### src/rtl/logic_sweep_pkg.sv
// Shared types, defaults and reference function for the LogicDiag sweep controller.
// The optional early-abort behaviour is selected by LOGIC_SWEEP_ABORT_ON_FAIL_EN (see top).
package logic_sweep_pkg;

    typedef enum logic [1:0] {
        StIdle,
        StSettle,
        StDone
    } sweep_state_t;

    localparam int unsigned N_IN_DEF          = 4;
    localparam int unsigned SETTLE_CYCLES_DEF = 2;
    localparam logic [15:0] EXPECTED_DEF      = 16'hA080;

    // Reference response of the LogicDiag block for a 4-bit drive vector
    // (v[3]=x1, v[2]=x2, v[1]=x3, v[0]=x4).
    function automatic logic ref_z(input logic [3:0] v);
        logic x1, x2, x3, x4;
        x1 = v[3];
        x2 = v[2];
        x3 = v[1];
        x4 = v[0];
        return ((x1 & x2) | (x3 & x4)) & (x2 & x4);
    endfunction

endpackage

### src/rtl/logic_sweep_ctrl.sv
// Exhaustive truth-table sweep engine for the LogicDiag block.
// Drives every input vector in ascending order, holds each for SETTLE_CYCLES cycles,
// samples z on the last held cycle and compares the captured table with EXPECTED.
// Define LOGIC_SWEEP_ABORT_ON_FAIL_EN to stop at the first sample that differs from
// EXPECTED; otherwise the full table is always captured.
module logic_sweep_ctrl
    import logic_sweep_pkg::*;
#(
    parameter int unsigned         N_IN          = N_IN_DEF,
    parameter int unsigned         SETTLE_CYCLES = SETTLE_CYCLES_DEF,
    parameter logic [2**N_IN-1:0]  EXPECTED      = EXPECTED_DEF
) (
    input  logic                clk,
    input  logic                rst,
    input  logic                start,
    input  logic                z_in,
    output logic [N_IN-1:0]     x_out,
    output logic                busy,
    output logic                done,
    output logic                pass,
    output logic [2**N_IN-1:0]  table_out
);

    localparam int unsigned T     = 2 ** N_IN;
    localparam int unsigned CNT_W = (SETTLE_CYCLES > 1) ? $clog2(SETTLE_CYCLES) : 1;

    localparam logic [CNT_W-1:0] CNT_RELOAD = CNT_W'(SETTLE_CYCLES - 1);
    localparam logic [N_IN-1:0]  IDX_LAST   = N_IN'(T - 1);

    sweep_state_t    state;
    logic [N_IN-1:0] idx;
    logic [CNT_W-1:0] cnt;

    logic [T-1:0]    table_next;
    logic            abort_now;
    logic            last_sample;

    // Table as it will look after the current sample, and end-of-sweep decisions.
    always_comb begin
        table_next      = table_out;
        table_next[idx] = z_in;
`ifdef LOGIC_SWEEP_ABORT_ON_FAIL_EN
        abort_now       = (z_in != EXPECTED[idx]);
`else
        abort_now       = 1'b0;
`endif
        last_sample     = abort_now || (idx == IDX_LAST);
    end

    // Sweep FSM with settle counter, vector index and all registered outputs.
    always_ff @(posedge clk) begin
        if (rst) begin
            state     <= StIdle;
            x_out     <= '0;
            busy      <= 1'b0;
            done      <= 1'b0;
            pass      <= 1'b0;
            table_out <= '0;
            idx       <= '0;
            cnt       <= '0;
        end else begin
            done <= 1'b0;
            case (state)
                StIdle: begin
                    if (start) begin
                        state     <= StSettle;
                        idx       <= '0;
                        x_out     <= '0;
                        cnt       <= CNT_RELOAD;
                        table_out <= '0;
                        pass      <= 1'b0;
                        busy      <= 1'b1;
                    end
                end
                StSettle: begin
                    if (cnt != '0) begin
                        cnt <= cnt - 1'b1;
                    end else begin
                        table_out <= table_next;
                        if (last_sample) begin
                            // x_out keeps the final (or failing) vector through DONE.
                            state <= StDone;
                            busy  <= 1'b0;
                            done  <= 1'b1;
                            pass  <= !abort_now && (table_next == EXPECTED);
                        end else begin
                            idx   <= idx + 1'b1;
                            x_out <= idx + 1'b1;
                            cnt   <= CNT_RELOAD;
                        end
                    end
                end
                StDone: begin
                    state <= StIdle;
                end
                default: begin
                    state <= StIdle;
                end
            endcase
        end
    end

endmodule

### config.mk
export PLATFORM = sky130hd
export DESIGN_NAME = logic_sweep_ctrl
export DESIGN_NICKNAME = d
export VERILOG_FILES = /design/src/rtl/logic_sweep_pkg.sv /design/src/rtl/logic_sweep_ctrl.sv
export SDC_FILE = /design/constraint.sdc
export NUM_CORES = 1
export LEC_CHECK = 0
export CAP_MARGIN = 20
export CORE_MARGIN = 3
export CORE_UTILIZATION = 46
export CTS_CLUSTER_DIAMETER = 100
export CTS_CLUSTER_SIZE = 12
export DETAILED_ROUTE_END_ITERATION = 8
export PLACE_DENSITY_LB_ADDON = 0.3
export SYNTH_ARGS = -nofsm -noshare
export SYNTH_HDL_FRONTEND = slang
export SYNTH_SLANG_ARGS = --single-unit
### constraint.sdc
create_clock -name clk -period 3.7 [get_ports clk]
set_input_delay 0.925 -clock clk [delete_from_list [all_inputs] [get_ports clk]]
set_output_delay 0.925 -clock clk [all_outputs]
set_load 0.05 [all_outputs]
# Word-level counts from Yosys, hierarchy flattened

Cells that the tools add are included.

Bits in registers: 26
Latch bits: 0
Memory bits (writable): 0
Memory bits (read-only): 0
Memories kept: 0

Add/subtract/negate cells: 2
$mul: 0
Div/mod/pow operators: 0
Magnitude comparators: 2
Equality and inequality tests: 7
Shift-type cells: 0
Mux-type cells: 26
Bitwise gates (word level): 1
Reductions and logical operators: 9

Operators by type and width:

| kind                                                                                | number |
|---|---|
| 16-bit 2-to-1 mux                                                                   | 2 |
| 16-bit one-hot mux with 2 select lines                                              | 1 |
| 16-bit bitwise mux                                                                  | 1 |
| 16-bit equality test, second input constant                                         | 1 |
| 4-bit 2-to-1 mux                                                                    | 3 |
| 1-bit 2-to-1 mux                                                                    | 10 |
| 2-bit != test, second input constant                                                | 4 |
| 4-bit one-hot mux with 2 select lines                                               | 1 |
| 4-bit AND reduction                                                                 | 2 |
| 2-bit 2-to-1 mux                                                                    | 3 |
| 1-bit one-hot mux with 2 select lines                                               | 3 |
| 3-bit AND reduction                                                                 | 2 |
| 4-bit by 5-bit < comparator with 1-bit output, second input constant                | 1 |
| 4-bit by 1-bit adder with 4-bit output, second input constant                       | 1 |
| 1-bit demux with 4-bit select                                                       | 1 |
| 4-bit equality test, second input constant                                          | 1 |
| 4-bit by 1-bit greater-or-equal comparator with 1-bit output, second input constant | 1 |
| 2-bit one-hot mux with 2 select lines                                               | 1 |
| 3-bit OR reduction                                                                  | 1 |
| 2-bit by 1-bit equality test with 1-bit output, second input constant               | 1 |
| 2-bit zero test                                                                     | 1 |
| 2-bit AND reduction                                                                 | 1 |
| 2-bit nonzero test                                                                  | 1 |
| 1-bit logical AND                                                                   | 1 |
| 2 further kinds                                                                     | 2 |

# Longest topological paths before layout

Depth after elaboration: 9
Mapped depth: 8

# Least setup slack after synthesis

OpenSTA, ideal clock, no wires.

Path kind: register to register
Start point: reg idx[0]
End point: reg pass
Library setup time: 69 ps
Arrival time: 2329 ps
Data required time: 3631 ps
Setup slack: 1302 ps
Stages on the path, launching flop included: 9
Path through: dfxtp_1 -> inv_1 -> ha_1 -> clkbuf_1 -> nand3b_1 -> mux2i_1 -> nand4_1 -> or4_1 -> o21ai_1

Word-level cells in the longest chain between the ends: 9

Ends and longest elaborated chain:

| what                                                                                                                                                | line                   | RTL |
|---|---|---|
| start, declared                                                                                                                                     | logic_sweep_ctrl.sv:31 | `logic [N_IN-1:0] idx;` |
| start signal, assigned                                                                                                                              | logic_sweep_ctrl.sv:87 | `idx <= idx + 1'b1;` |
| 4-bit by 5-bit < comparator with 1-bit output (implied by the code) or 4-bit by 1-bit greater-or-equal comparator with 1-bit output (tied branches) | logic_sweep_ctrl.sv:41 | `table_next[idx] = z_in;` |
| 1-bit logical AND (implied by the code)                                                                                                             | logic_sweep_ctrl.sv:41 |  |
| 1-bit 2-to-1 mux (implied by the code)                                                                                                              | logic_sweep_ctrl.sv:41 |  |
| 1-bit demux with 4-bit select                                                                                                                       | logic_sweep_ctrl.sv:41 |  |
| 16-bit bitwise mux                                                                                                                                  | logic_sweep_ctrl.sv:41 |  |
| 16-bit equality test                                                                                                                                | logic_sweep_ctrl.sv:85 | `pass <= !abort_now && (table_next == EXPECTED);` |
| 1-bit 2-to-1 mux                                                                                                                                    | logic_sweep_ctrl.sv:80 | `if (last_sample) begin` |
| 1-bit 2-to-1 mux                                                                                                                                    | logic_sweep_ctrl.sv:76 | `if (cnt != '0) begin` |
| 1-bit one-hot mux with 2 select lines                                                                                                               | logic_sweep_ctrl.sv:63 | `case (state)` |
| end signal, assigned                                                                                                                                | logic_sweep_ctrl.sv:85 |  |
| end, declared                                                                                                                                       | logic_sweep_ctrl.sv:20 | `output logic pass,` |

Parallel ways exist; a longest one is shown, timed or not. The select of a mux whose other input is x is not followed.
A chain may end at the register's enable or synchronous reset.

==> results.py <==
metrics = {
    "outcome": {
        "status": "finished clean",
    },
    "worst_setup_path": {
        "worstPathRequired_ns": 2.77,
        "slowest_delay_ns": 0.93,
        "worstSetupEndpointType": "output port",
        "crit_chain": "clkdlybuf4s50_1",
        "cp_slowest_cell": "clkdlybuf4s50_1",
        "worstPathMaxFanout": 20,
        "critPathArrivalTime_ns": 2.07,
        "cp-start-kind": "register",
        "crit_type": "reg -> out",
        "critPathTopFamily": "buffers and inverters",
        "timing.critical_path.buf_inv": 1,
    },
    "clock_network": {
        "clk_pin_slew_ns": 0.15,
        "cts_hold_buf": 0,
        "numClockSinks": 26,
        "cts_buffers": 3,
        "cts_resized": 0,
        "cts_tree": "built",
        "clk_latency_ns": 0.34,
        "post_cts_buffers": 0,
        "clock_path_buffers": 2,
        "h-tree-depth": 1,
        "root_buffer": "clkbuf_4",
    },
    "route": {
        "dr.pass1.iters": 4,
        "ant_nets": 0,
        "wirelength_mm": 3.17,
        "routed_via_density": 5.59,
        "wl_per_cell_um": 13.8,
        "drt-initial-drc-count": 75,
        "drc": 0,
        "via_count": 1280,
    },
    "yosys": {
        "synth_top_family_by_area": "simple AND/OR/NAND/NOR gates",
        "syn_avg_cell_area_um2": 8.64,
        "syn-cell-area_um2": 1450,
        "synth_xor_area_share_pct": 1.21,
        "synthDistinctLibCells": 42,
        "synth-compound-area-share_pct": 18.8,
        "synthesis.nets": 179,
        "muxShareOfSynthArea_pct": 6.55,
        "seq_area_frac_synth_pct": 35.9,
        "yosys_warnings": 0,
        "ys_ff_latch": 26,
        "synth_simple_gate_area_share_pct": 25.7,
        "synth_fa_ha_area_share_pct": 6.03,
        "synthCells": 168,
    },
    "sta": {
        "setup_viol": 0,
        "finalCritPeriodShare_pct": 80.8,
        "timing.slew.headroom_pct": 53.7,
        "fmax_ghz": 0.334,
        "layout_min_cycle_time_ns": 2.99,
        "worst_pin_slew_ns": 0.693,
        "rsz0062_at_grt": "no",
        "slew_viol_final": 0,
        "finalSetupTns_ns": 0,
        "hold_viol": 0,
        "fin_skew_ns": 0.0186,
    },
    "placed_design": {
        "dp_hpwl_mm": 2.26,
        "dpl_cell_area_um2": 1700,
        "dp.cells": 225,
        "gp_congestion": 0.833,
        "io_buffers": 26,
    },
    "global_routing": {
        "gr-usage-all-layers_pct": 17.1,
        "grt.busiest_layer": "met2",
        "gr-usage-met3_pct": 4.32,
        "grt_pass1_vias": 1211,
        "antenna_found_initial": 0,
        "grt_remaining_overflow": 0,
        "use_met2_pct": 28.5,
        "grt_pass1_wl_mm": 5.58,
        "grt_max_degree": 27,
        "use_met1_pct": 22.4,
    },
    "floorplan": {
        "start_util_pct": 50.5,
        "core_area_um2": 2880,
        "die_w_um": 62.2,
        "die_y_um": 62.2,
        "dieArea_um2": 3870,
        "io_pins": 27,
        "rows": 19,
    },
    "pwr": {
        "p_leak_nw": 0.646,
        "ir_worst_vdd_mv": 0.205,
        "power_w": 0.000571,
        "powerDensity_nw_per_um2": 326,
    },
    "final_layout": {
        "final_cell_mix": "nor2_1, dfxtp_1, clkdlybuf4s50_1",
        "num-fill-cells": 254,
        "final_cells": 229,
        "syn2layout_area_growth_pct": 20.6,
        "drive_gt1_share_pct": 6.42,
        "diodes": 0,
        "final_nets": 199,
        "final_area_um2": 1750,
    },
    "run": {
        "maxCapViolCount": 0,
    },
    "worst_hold_path": {
        "min-delay-path-class": "reg -> reg",
    },
}
-- cell type report --
| cell class | count | area (µm²) | share of cell area [%] |
|---|---|---|---|
| Multi-Input combinational cell | 127 | 846 | 48.3 |
| Clock buffer | 3 | 22.5 | 1.29 |
| Sequential cell | 26 | 520 | 29.7 |
| Tap cell | 42 | 52.6 | 3.00 |
| Inverter | 3 | 11.3 | 0.643 |
| Clock inverter | 1 | 30.0 | 1.72 |
| Timing Repair Buffer | 27 | 268 | 15.3 |
-- synth_stat cells, drive strengths merged --
library cell  number  share of area (%)
a221oi             1                1.0
a2111oi            1                1.0
and3b              2                1.2
nor3b              4                2.1
or3                1               0.43
a21oi             16                5.5
nand2              4                1.0
dfxtp             26                 36
o21ai             11                3.8
ha                 7                6.0
nor2b              3                1.8
and4b              1               0.69
nand4              3                1.3
nand3b             5                2.6
a41oi              1               0.60
buf                7                3.8
mux2i              5                3.4
nor2              26                6.7
inv                3               0.78
a2bb2oi            1               0.60
mux2               4                3.1
clkbuf             5                1.3
o221ai             1               0.60
or4                1               0.52
nor3               4                2.2
a21o               1               0.52
a31oi              1               0.43
or3b               2                1.2
a22oi              7                3.6
and3               1               0.43
or2b               2                1.0
xor2               2                1.2
a211oi             2                1.0
nand2b             1               0.43
nand3              6                2.1
-- worst paths after layout --
path                     start      endpoint  slack (ns)  cells after the start
hold / removal    table_out[5]  table_out[5]        0.50                      2
hold reg to reg   table_out[5]  table_out[5]        0.50                      2
setup reg to reg        idx[0]          pass        1.46                      6
setup / recovery        idx[3]      x_out[3]        0.71                      1
-- through the flow --
| step | utilization, % | setup slack [ns] | hold slack, ns |
|---|---|---|---|
| after detailed placement | 59.0 | 0.717 | 0.477 |
| after floorplan | - | 1.30 | 0.506 |
| after global routing | 60.9 | 0.616 | 0.517 |
| after global placement | 59.0 | 0.804 | 0.468 |
| after CTS | 60.9 | 0.716 | 0.498 |
| final | 60.9 | 0.710 | 0.501 |
-- power by group --
part	switching, W	total (W)	internal, W
clock network	0.0000881	0.000198	0.000110
logic	0.0000529	0.0000812	0.0000282
registers	0.00000672	0.000292	0.000285
total	0.000148	0.000571	0.000423
-- registers in the layout, summed over array words and instances (netlist names) --
name       flops
busy           1
done           1
state          2
cnt            1
idx            4
pass           1
table_out     16
-- routing by layer --
layer  up-vias  wire length [µm]
li1        642                 -
met1       600              1520
met4         0                38
met5         -                 0
met3         5               152
met2        33              1460
-- kinds of logic after synthesis --
family,after synthesis
mux,9
flops,26
compound gates,43
simple gates,66
xor+xnor,2
buf+inv,15
fa+ha+maj,7
No activity file was read; power rests on OpenSTA's default activity.
==> RTL edit: new RTL, same flow settings <==
Change the package constant `SETTLE_CYCLES_DEF` from 2 to 1.
--- a/src/rtl/logic_sweep_pkg.sv
+++ b/src/rtl/logic_sweep_pkg.sv
@@ -9,7 +9,7 @@
     } sweep_state_t;
 
     localparam int unsigned N_IN_DEF          = 4;
-    localparam int unsigned SETTLE_CYCLES_DEF = 2;
+    localparam int unsigned SETTLE_CYCLES_DEF = 1;
     localparam logic [15:0] EXPECTED_DEF      = 16'hA080;
 
     // Reference response of the LogicDiag block for a 4-bit drive vector
Formal check against the unedited RTL: not equivalent (Yosys sat finds a counterexample within 4 cycles, from zero or initial values and one cycle with rst high).
==> RTL edit against the unedited design <==
  * Area after synthesis fell by 1.6%
  * Via count rose by 8.8%
  * Critical path depth did not move
  * Global-route usage rose by 3.7 points
  * Fmax fell by 1.9%
  * Total power fell by 15%
  * Final area fell by 2.3%
  * Setup slack got worse by 0.058 ns
  * Clock power fell by 33%
  * Sequential cell count fell by 1
  * Sequential power fell by 5%
  * Routed wire length rose by 11%
  * Critical path type unchanged
  * Critical endpoint unchanged
==> RTL edit: results (changes against the unedited design) <==
status: finished, final reports clean (unchanged)
Final GP Congestion: 0.844 (was 0.833)
Cell variety after synth: 37 (was 42)
DR pass1 iterations: 5 (was 4)
Hold Crit Class: register to register (unchanged)
post-CTS setup buffers: 0 (unchanged)
Resize count post-CTS: 0 (unchanged)
Leakage: 0.623 nW (was 0.646 nW)
utilization after layout: 60.0% (was 60.9%)
Async SR Flop Fraction: 0% (unchanged)
via count: 1,392 (was 1,280)
Place WS: 0.954 ns (was 0.717 ns)
largest cells by area after synthesis: dfxtp_1, a21oi_1, ha_1 (was dfxtp_1, nor2_1, ha_1)
hpwl dp: 2.46 mm (was 2.26 mm)
PortBufs: 26 (unchanged)
final hold violation count: 0 (unchanged)
met2 usage: 32.4% (was 28.5%)
H-tree Lvls: 1 (unchanged)
DR iter-0 viols: 47 (was 75)
Fill cells: 259 (was 254)
critical-path maximum fanout: 24 (was 20)
share of layout cells above drive strength 1: 4.00% (was 6.42%)
worst-skew pair later-pin latency: 0.33 ns
initial antenna violation count: 0 (unchanged)
Synth top cells by count: a21oi_1, dfxtp_1, nor2_1 (was dfxtp_1, nor2_1, a21oi_1)
CP delay by family, top: buffers and inverters (unchanged)
VDD IR-drop max: 0.209 mV (was 0.205 mV)
routed length on met2: 1.68 mm (was 1.46 mm)
Worst slew margin: 48.4% (was 53.7%)
largest net degree at the start of global routing: 25 (was 27)
Max stage delay on crit path: 0.94 ns
antenna cells: 0 (unchanged)
clock share of power: 27.3% (was 34.6%)
post-route insts no fill: 231 (was 229)
clk_skew: 0.00450 ns (was 0.0186 ns)
syn_area_per_cell: 7.84 µm² (was 8.64 µm²)
YS warnings: 0 (unchanged)
switching power: 0.000146 W (was 0.000148 W)
GRT Total Usage: 20.7% (was 17.1%)
highest routed layer: met4 (unchanged)
biggest regs: table_out x16, idx x4, state x2 (unchanged)
total power: 0.000487 W (was 0.000571 W)
CTS Buffer Depth: 2 (unchanged)
Met1 Routed Length: 1.60 mm (was 1.52 mm)
WL/cell: 15.2 µm (was 13.8 µm)
first-pass GRT wire length: 5.97 mm (was 5.58 mm)
GR Util met3: 5.17% (was 4.32%)
critical path arrival: 2.12 ns (was 2.07 ns)
Synth Net Count: 192 (was 179)
layout net count: 211 (was 199)
total CTS buffers: 3 (unchanged)
Worst path slowest cell: clkdlybuf4s50_1 (unchanged)
Clk pin slew, worst setup/hold paths: 0.15 ns (about the same)
vias in the first global route: 1,320 (was 1,211)
metal3 WL: 222 µm (was 152 µm)
met1 Usage GRT: 27.8% (was 22.4%)
sequential area share after synthesis: 35.1% (was 35.9%)
Logic pwr share: 15.6% (was 14.2%)
clock root cell: clkbuf_4 (unchanged)
[RTL edit: layout make-up]
| cell class | instances | area share (%) |
|---|---|---|
| inverter | 4 | 0.878 |
| timing repair buffer | 28 | 16.1 |
| clock buffer | 3 | 1.32 |
| tap | 31 | 2.27 |
| clock inverter | 1 | 0.439 |
| sequential | 25 | 29.3 |
| multi-input combinational | 139 | 49.7 |
[RTL edit: path summary, 6_finish.rpt]
check | start | to | slack [ns] | cells past startpoint
worst min register to register | table_out[13] | table_out[13] | 0.49 | 2
worst max-delay path | idx[3] | x_out[3] | 0.65 | 1
worst max register to register | idx[2] | pass | 1.41 | 5
worst min-delay path | table_out[13] | table_out[13] | 0.49 | 2
[RTL edit: cells by family after synthesis]
group	synth area share, %
adder cells (fa/ha/maj)	5.26
multiplexers	4.56
flip-flops	35.1
XOR/XNOR	1.23
AO/OA/AOI/OAI	22.4
buffers and inverters	5.35
AND/OR/NAND/NOR	26.1
